[config.mk]
export PLATFORM = sky130hd
export DESIGN_NAME = integrador_dupla_rampa
export DESIGN_NICKNAME = d
export VERILOG_FILES = /design/src/rtl/integ_pkg.sv /design/src/rtl/acum_sat.sv /design/src/rtl/integrador_dupla_rampa.sv
export SDC_FILE = /design/constraint.sdc
export NUM_CORES = 1
export LEC_CHECK = 0
export ABC_AREA = 1
export CAP_MARGIN = 10
export CORE_MARGIN = 2
export CORE_UTILIZATION = 47
export CTS_BUF_LIST = sky130_fd_sc_hd__clkbuf_4
export CTS_CLUSTER_DIAMETER = 150
export DETAILED_ROUTE_END_ITERATION = 6
export HOLD_SLACK_MARGIN = 0.03
export PLACE_DENSITY_LB_ADDON = 0.15
export SYNTH_ARGS = -nofsm -noshare
export SYNTH_HDL_FRONTEND = slang
export SYNTH_SLANG_ARGS = --single-unit
[constraint.sdc]
create_clock -name clk -period 4.4 [get_ports clk]
set_clock_uncertainty 0.2 [all_clocks]
set_input_delay 0.66 -clock clk [delete_from_list [all_inputs] [get_ports clk]]
set_output_delay 0.66 -clock clk [all_outputs]
set_load 0.05 [all_outputs]
[src/rtl/integ_pkg.sv]
`default_nettype none
// +--------------------------------------------------------------------+
// | integ_pkg                                                          |
// | Shared phase encoding and default widths for the dual-slope        |
// | integrator model.                                                  |
// | Revision: 1.0 - initial release                                    |
// +--------------------------------------------------------------------+
package integ_pkg;

  localparam int DEF_W     = 8;
  localparam int DEF_ACC_W = 16;
  localparam int DEF_CNT_W = 12;

  typedef enum logic [1:0] {
    FASE_IDLE  = 2'b00,
    FASE_INTEG = 2'b01,
    FASE_DEINT = 2'b10,
    FASE_HOLD  = 2'b11
  } fase_e;

endpackage : integ_pkg
`default_nettype wire

[src/rtl/acum_sat.sv]
`default_nettype none
// +--------------------------------------------------------------------+
// | acum_sat                                                           |
// | Unsigned accumulator step: saturating add, or subtract that floors |
// | at zero. Flags saturation on add and floor hit on subtract.        |
// | Revision: 1.0 - initial release                                    |
// +--------------------------------------------------------------------+
module acum_sat #(
  parameter int ACC_W = 16,
  parameter int B_W   = 8
) (
  input  logic [ACC_W-1:0] a,
  input  logic [B_W-1:0]   b,
  input  logic             sub,
  output logic [ACC_W-1:0] y,
  output logic             ovf,
  output logic             zero
);

  logic [ACC_W-1:0] b_ext;
  logic [ACC_W:0]   sum_w;

  // Compute next accumulator value; a subtract that would reach or cross zero lands on zero
  always_comb begin
    b_ext = {{(ACC_W-B_W){1'b0}}, b};
    sum_w = {1'b0, a} + {1'b0, b_ext};
    y     = a;
    ovf   = 1'b0;
    zero  = 1'b0;
    if (sub) begin
      if (a > b_ext) begin
        y = a - b_ext;
      end else begin
        y    = '0;
        zero = 1'b1;
      end
    end else begin
      if (sum_w[ACC_W]) begin
        y   = '1;
        ovf = 1'b1;
      end else begin
        y = sum_w[ACC_W-1:0];
      end
    end
  end

endmodule : acum_sat
`default_nettype wire

[src/rtl/integrador_dupla_rampa.sv]
`default_nettype none
// +--------------------------------------------------------------------+
// | integrador_dupla_rampa                                             |
// | Cycle-accurate model of a dual-slope integrator and zero           |
// | comparator, driven by the voltmeter controller's switch lines.     |
// | Revision: 1.0 - initial release                                    |
// +--------------------------------------------------------------------+
module integrador_dupla_rampa
  import integ_pkg::*;
#(
  parameter int W     = DEF_W,
  parameter int ACC_W = DEF_ACC_W,
  parameter int CNT_W = DEF_CNT_W
) (
  input  logic             clk,
  input  logic             rstn,
  input  logic             ch_in,
  input  logic             ch_ref,
  input  logic             ch_zr,
  input  logic [W-1:0]     vin,
  input  logic [W-1:0]     vref,
  output logic [ACC_W-1:0] vint,
  output logic             Vint_z,
  output logic [CNT_W-1:0] deint_cnt,
  output logic             ovf,
  output logic             sw_err,
  output logic [1:0]       fase
);

  fase_e            fase_q, fase_d;
  logic [ACC_W-1:0] vint_q, vint_d;
  logic             vint_z_q, vint_z_d;
  logic [CNT_W-1:0] cnt_q, cnt_d;
  logic             ovf_q, ovf_d;
  logic             sw_err_q, sw_err_d;

  logic [ACC_W-1:0] acc_y;
  logic             acc_ovf;
  logic             acc_zero;
  logic [W-1:0]     acc_b;
  logic             acc_sub;

  // Integrating adds vin; every other use of the accumulator de-integrates by vref
  assign acc_sub = ~ch_in;
  assign acc_b   = ch_in ? vin : vref;

  acum_sat #(
    .ACC_W (ACC_W),
    .B_W   (W)
  ) u_acum (
    .a    (vint_q),
    .b    (acc_b),
    .sub  (acc_sub),
    .y    (acc_y),
    .ovf  (acc_ovf),
    .zero (acc_zero)
  );

  // Phase FSM next state: discharge first, then illegal-switch check, then phase action
  always_comb begin
    fase_d   = fase_q;
    vint_d   = vint_q;
    vint_z_d = vint_z_q;
    cnt_d    = cnt_q;
    ovf_d    = ovf_q;
    sw_err_d = sw_err_q;

    if (ch_zr) begin
      fase_d   = FASE_IDLE;
      vint_d   = '0;
      vint_z_d = 1'b0;
      cnt_d    = '0;
      ovf_d    = 1'b0;
      sw_err_d = 1'b0;
    end else if (ch_in && ch_ref) begin
      sw_err_d = 1'b1;
    end else begin
      case (fase_q)
        FASE_IDLE: begin
          if (ch_in) begin
            vint_d = {{(ACC_W-W){1'b0}}, vin};
            fase_d = FASE_INTEG;
          end else if (ch_ref) begin
            // No charge stored: comparator already at zero
            vint_z_d = 1'b1;
            fase_d   = FASE_HOLD;
          end
        end
        FASE_INTEG: begin
          if (ch_in) begin
            vint_d = acc_y;
            if (acc_ovf) ovf_d = 1'b1;
          end else if (ch_ref) begin
            // First de-integration step happens on the switching edge
            fase_d = FASE_DEINT;
            vint_d = acc_y;
            cnt_d  = (cnt_q == '1) ? cnt_q : cnt_q + 1'b1;
            if (acc_zero) begin
              vint_z_d = 1'b1;
              fase_d   = FASE_HOLD;
            end
          end
        end
        FASE_DEINT: begin
          if (ch_in) begin
            sw_err_d = 1'b1;
          end else if (ch_ref) begin
            vint_d = acc_y;
            cnt_d  = (cnt_q == '1) ? cnt_q : cnt_q + 1'b1;
            if (acc_zero) begin
              vint_z_d = 1'b1;
              fase_d   = FASE_HOLD;
            end
          end
        end
        default: begin
          // HOLD: frozen until discharge
        end
      endcase
    end
  end

  // State register with immediate asynchronous clear
  always_ff @(posedge clk or negedge rstn) begin
    if (!rstn) begin
      fase_q   <= FASE_IDLE;
      vint_q   <= '0;
      vint_z_q <= 1'b0;
      cnt_q    <= '0;
      ovf_q    <= 1'b0;
      sw_err_q <= 1'b0;
    end else begin
      fase_q   <= fase_d;
      vint_q   <= vint_d;
      vint_z_q <= vint_z_d;
      cnt_q    <= cnt_d;
      ovf_q    <= ovf_d;
      sw_err_q <= sw_err_d;
    end
  end

  assign vint      = vint_q;
  assign Vint_z    = vint_z_q;
  assign deint_cnt = cnt_q;
  assign ovf       = ovf_q;
  assign sw_err    = sw_err_q;
  assign fase      = fase_q;

endmodule : integrador_dupla_rampa
`default_nettype wire

======== After elaboration in Yosys (flattened, before gate mapping) ========
Index checks and enable logic that the tools add are counted.
operators by class
  add/subtract/negate cells ............... 3
  $mul .................................... 0
  divide/modulo/power cells ............... 0
  $lt $le $gt $ge ......................... 1
  equal/unequal tests ..................... 18
  shifts and indexed selects .............. 0
  mux-type cells .......................... 49
  bitwise gates (word level) .............. 0
  reductions and logical operators ........ 18
operators with widths
  cell                                                              count
  16-bit 2-to-1 mux                                                 9
  12-bit 2-to-1 mux                                                 6
  16-bit case mux with 3 select lines                               1
  3-bit != test (second input constant)                             8
  1-bit 2-to-1 mux                                                  21
  2-bit 2-to-1 mux                                                  9
  16-bit by 8-bit adder with 17-bit output                          1
  16-bit by 8-bit > comparator with 1-bit output                    1
  16-bit by 8-bit subtractor with 16-bit output                     1
  12-bit by 1-bit adder with 12-bit output (second input constant)  1
  12-bit == test (second input constant)                            1
  2-bit nonzero test                                                5
  3-bit nonzero test                                                3
  8-bit 2-to-1 mux                                                  1
  4-bit AND reduction                                               2
  8-bit AND reduction                                               1
  7-bit AND reduction                                               1
  3-bit by 1-bit != test with 1-bit output (second input constant)  2
  2-bit case mux with 3 select lines                                1
  5-bit AND reduction                                               1
  2-bit != test (second input constant)                             2
  4-bit != test (second input constant)                             1
  4-bit nonzero test                                                1
  3-bit by 2-bit != test with 1-bit output (second input constant)  1
  other kinds (8)                                                   8
word-level totals
  flip-flop bits (word level) ............. 33
  latch bits .............................. 0
  bits in writable memories ............... 0
  bits in read-only memories .............. 0
  bits of input ports ..................... 21
  output and inout bits ................... 33
  word-level logic and storage cells ...... 95
  memories kept ........................... 0

======== Longest topological paths before layout ========
  word-level depth ........................ 10
  gate-level depth with buffers ........... 21
  gate-level depth less buffers ........... 20

======== Cells and area by module ========
A second synthesis with hierarchy kept.
unflattened totals
  cells, all modules ...................... 706
  area, all modules ....................... 4,250.3 µm²
modules (own cells, without submodules)
  module                  times used  cells an instance  area an instance (µm²)  seq. area each (µm²)
  integrador_dupla_rampa  1           376                2,511.2                 825.8
  acum_sat                1           330                1,739.2                 0.0

======== Least setup slack after synthesis ========
No wires, ideal clock.
  path kind ............................... input port to flip-flop
  start ................................... in ch_in
  end ..................................... reg vint_q[15], in the netlist vint[15]
  arrival time ............................ 2.852 ns
  slack ................................... 1.230 ns
  stages .................................. 16
  cells stage by stage .................... clkbuf_1 > clkbuf_1 > o21ai_0 > inv_1 > fa_1 > nand3_1 > nand2_2 > nand3_2 > nand2_2 > a21oi_4 > buf_6 > nand3_4 > nand2_1 > nand3_1 > nand2_1 > nand2_1
on the way
  cells in the longest elaborated chain, start to end .. 9
ends and longest elaborated chain
  element                                                                RTL line                                                     source
  from (decl)                                                            integrador_dupla_rampa.sv:17                                 input logic ch_in,
  8-bit 2-to-1 mux                                                       integrador_dupla_rampa.sv:45                                 assign acc_b = ch_in ? vin : vref;
  16-bit by 8-bit subtractor with 16-bit output (tied with other cells)  acum_sat.sv:32                                               y = a - b_ext;
  16-bit 2-to-1 mux, on equally long branches                            acum_sat.sv:31, acum_sat.sv:38
  16-bit 2-to-1 mux                                                      acum_sat.sv:30                                               if (sub) begin
  16-bit 2-to-1 mux                                                      integrador_dupla_rampa.sv:93, integrador_dupla_rampa.sv:107
  16-bit 2-to-1 mux, on equally long branches                            integrador_dupla_rampa.sv:105, integrador_dupla_rampa.sv:90
  16-bit case mux with 3 select lines                                    integrador_dupla_rampa.sv:78                                 case (fase_q)
  16-bit 2-to-1 mux                                                      integrador_dupla_rampa.sv:75                                 end else if (ch_in && ch_ref) begin
  16-bit 2-to-1 mux                                                      integrador_dupla_rampa.sv:68                                 if (ch_zr) begin
  to (signal assigned)                                                   integrador_dupla_rampa.sv:134                                vint_q <= vint_d;
  to (decl)                                                              integrador_dupla_rampa.sv:31                                 logic [ACC_W-1:0] vint_q, vint_d;
Parallel ways exist; a longest one is shown, timed or not. The select of a mux whose other input is x is not followed.
A chain may end at the register's enable or synchronous reset.

======== Worst setup path after layout ========
  start ................................... in ch_in
  end ..................................... reg vint_q[11], in the netlist vint[11]
Same word-level chain as after synthesis.

==> impl_metrics.json <==
{
  "status": "finished, final reports clean",
  "syn_inst": 671,
  "setup_viol": 0,
  "endpoint_kind": "register",
  "grt_setup_unrepaired": "false",
  "cp-start-kind": "primary input",
  "grt_pass1_vias": 4131,
  "grt_max_degree": 34,
  "ys.flop_type": "dfrtp_1",
  "nFillCells": 833,
  "place_inst": 812,
  "arrival_ns": 3.85,
  "worstMarginPinSlew_ns": 0.556,
  "ys_warn_count": 0,
  "synth_area_mm2": 0.00401,
  "drcViolationCount": 0,
  "grt_pass1_wl_um": 20600,
  "cp_num_buf_inv": 4,
  "synth_edf_count": 0,
  "setup_tns_ns": 0,
  "fmax_ghz": 0.264,
  "cts_resized": 0,
  "ys_async_sr_fraction_pct": 100,
  "rows": 33,
  "leakage_uw": 0.00233,
  "rrSetupSlack_ns": 1.47,
  "slew_violations": 0,
  "fin_crit_sh_pct": 86.2,
  "gp_congestion": 0.991,
  "cts_setup_buffers": 0,
  "initial_core_util_pct": 48.5,
  "cts_buffers": 5,
  "dp_slack_ns": 0.259,
  "die_w_um": 96.4,
  "ys_top_cells_by_count": "218 x nand2_1, 86 x inv_1, 82 x nand3_1",
  "clkSlewWorstSetupHoldPaths_ns": 0.13,
  "yosys_register_bits": 33,
  "utilization_pct": 56.2,
  "ys_seq_area_share_pct": 20.6,
  "synth_area_leaders": "dfrtp_1 21%, nand2_1 20%, nand3_1 10%, inv_1 8.1%, ha_1 6.9%",
  "drive_gt1_share_pct": 7.41,
  "critical_path.slowest_cell": "clkdlybuf4s50_1",
  "cts_tree": "done",
  "synth.distinct_cells": 38,
  "htreeDepth": 2,
  "avgSynthCellArea_um2": 5.97,
  "grt_antenna_before_repair": 0,
  "root_buffer": "clkbuf_4",
  "holdBufCountCts": 0,
  "final_cells": 820,
  "worstPathRequired_ns": 4.46,
  "ir_worst_vdd_mv": 0.352,
  "dieHeight_um": 96.4,
  "finalWirelength_um": 12800,
  "synth_top_area_share_pct": 20.6,
  "antenna_cells": 0,
  "dieArea_mm2": 0.00928,
  "max_slew_margin_pct": 62.8,
  "syn2layout_area_growth_pct": 15.7,
  "clock_latency_ns": 0.35,
  "worstHoldPathType": "reg -> reg",
  "grt_overflow": 0,
  "routedWlPerCell_um": 15.6,
  "max_cap_viol_count": 0,
  "critPathTopFamily": "simple AND/OR/NAND/NOR gates",
  "core_mm2": 0.00826,
  "cts.sinks": 33,
  "synth_most_common_cell": "nand2_1",
  "drt_iter0_drc": 304,
  "hold_viol": 0,
  "io_buffers": 53,
  "antenna_left": 0,
  "cp_max_fo": 14,
  "nNetsFinal": 759,
  "cts_max_path_buffers": 2,
  "setup_slack_ns": 0.607,
  "final.min_clock_period_ns": 3.79,
  "viasPerCell": 5.43,
  "worstSetupPathType": "in -> reg",
  "synth_nets": 716,
  "ios": 54,
  "cpPeakStageDelay_ns": 0.50,
  "crit_chain": "clkdlybuf4s50_1 > inv_2 > or2_2 > o21ai_0 > inv_1 > fa_1 > nand3_1 > nand2_2 > nand3_2 > nand2_2 > a21oi_4 > nand3_1 > o21ai_0 > inv_1 > nand2_1 > nand2_1",
  "place_hpwl_um": 9700,
  "powerDensity_mw_per_mm2": 557,
  "vias": 4456,
  "groute.usage.overall_pct": 29.0,
  "drt_first_pass_iters": 6,
  "yosysTopAreaCell": "dfrtp_1"
}
[final timing paths]
kind | startpoint | cells past startpoint | endpoint
setup / recovery | ch_in | 16 | vint[11]
hold / removal | ovf | 1 | ovf
setup reg to reg | vint[0] | 12 | vint[11]
hold reg to reg | ovf | 1 | ovf
max in group asynchronous | rstn | 2 | sw_err
min in group asynchronous | rstn | 2 | vint[6]
[power by group]
part | switching (µW) | total, µW | leakage, µW | internal [µW]
combinational | 1290 | 1910 | 0.00187 | 623
clock | 131 | 193 | 0.0000234 | 61.8
sequential | 113 | 481 | 0.000440 | 368
[worst reg2reg max path: stages (launching register included)]
cell and delay [ns]:
dfrtp_1 0.45, ha_1 0.25, fa_1 0.45, nand3_1 0.13, nand2_2 0.09, nand3_2 0.09
nand2_2 0.09, a21oi_4 0.48, nand3_1 0.22, o21ai_0 0.22, inv_1 0.07, nand2_1 0.07
nand2_1 0.04
[cells by family after synthesis]
group | after synthesis | synth area share (%)
AND/OR/NAND/NOR | 404 | 44.7
buffers and inverters | 118 | 12.6
AO/OA/AOI/OAI | 81 | 11.9
flip-flops | 33 | 20.6
adder cells (fa/ha/maj) | 24 | 7.87
XOR/XNOR | 11 | 2.40
[per-layer routing]
layer,GRT usage (%),vias to the layer above,share of wire (%)
met2,47.2,171,46
met5,0,-,0
met4,5.99,0,1.5
met1,41.1,2031,46
li1,-,2235,-
met3,3.76,19,6.6
[final cells by class]
class                      instances  area (µm²)  area share [%]
tap                              105         131            2.83
clock buffer                       5        37.5           0.809
sequential                        33         826            17.8
inverter                          92         345            7.44
clock inverter                     3        22.5           0.485
multi-input combinational        520        2680            57.7
timing repair buffer              62         598            12.9
[cells in the final DEF, fill, tap and decap left out, types with 2 or more instances in the layout]
cell and instances:
inv_1 86, nand3_1 82, o31ai_1 7, clkinvlp_4 3
nor2_2 2, fa_1 2, ha_1 22, nor3_1 7
clkdlybuf4s50_1 53, xor2_1 11, nand4_1 13, and2_1 3
a21oi_2 6, o21ai_0 32, nand3_4 3, nand2_2 6
nor2_1 54, o211ai_1 3, or2_2 9, nand3b_1 2
a21oi_1 28, buf_4 9, clkbuf_4 5, inv_2 5
dfrtp_1 33, nand2_1 218
[sequential cells by signal (all words and copies together), names as in the netlist]
register and cells:
ovf 1, fase 2, deint_cnt 12, sw_err 1, vint 16, Vint_z 1
[stage by stage]
step	hold slack, ns	area, µm²	total power [µW]
after floorplan	0.164	4010	1860
after global placement	0.285	4580	2360
after detailed placement	0.288	4580	2370
after CTS	0.335	4640	2570
after global routing	0.360	4640	2820
final	0.327	4640	2590
Note: power is estimated with default switching activity, not from simulation.
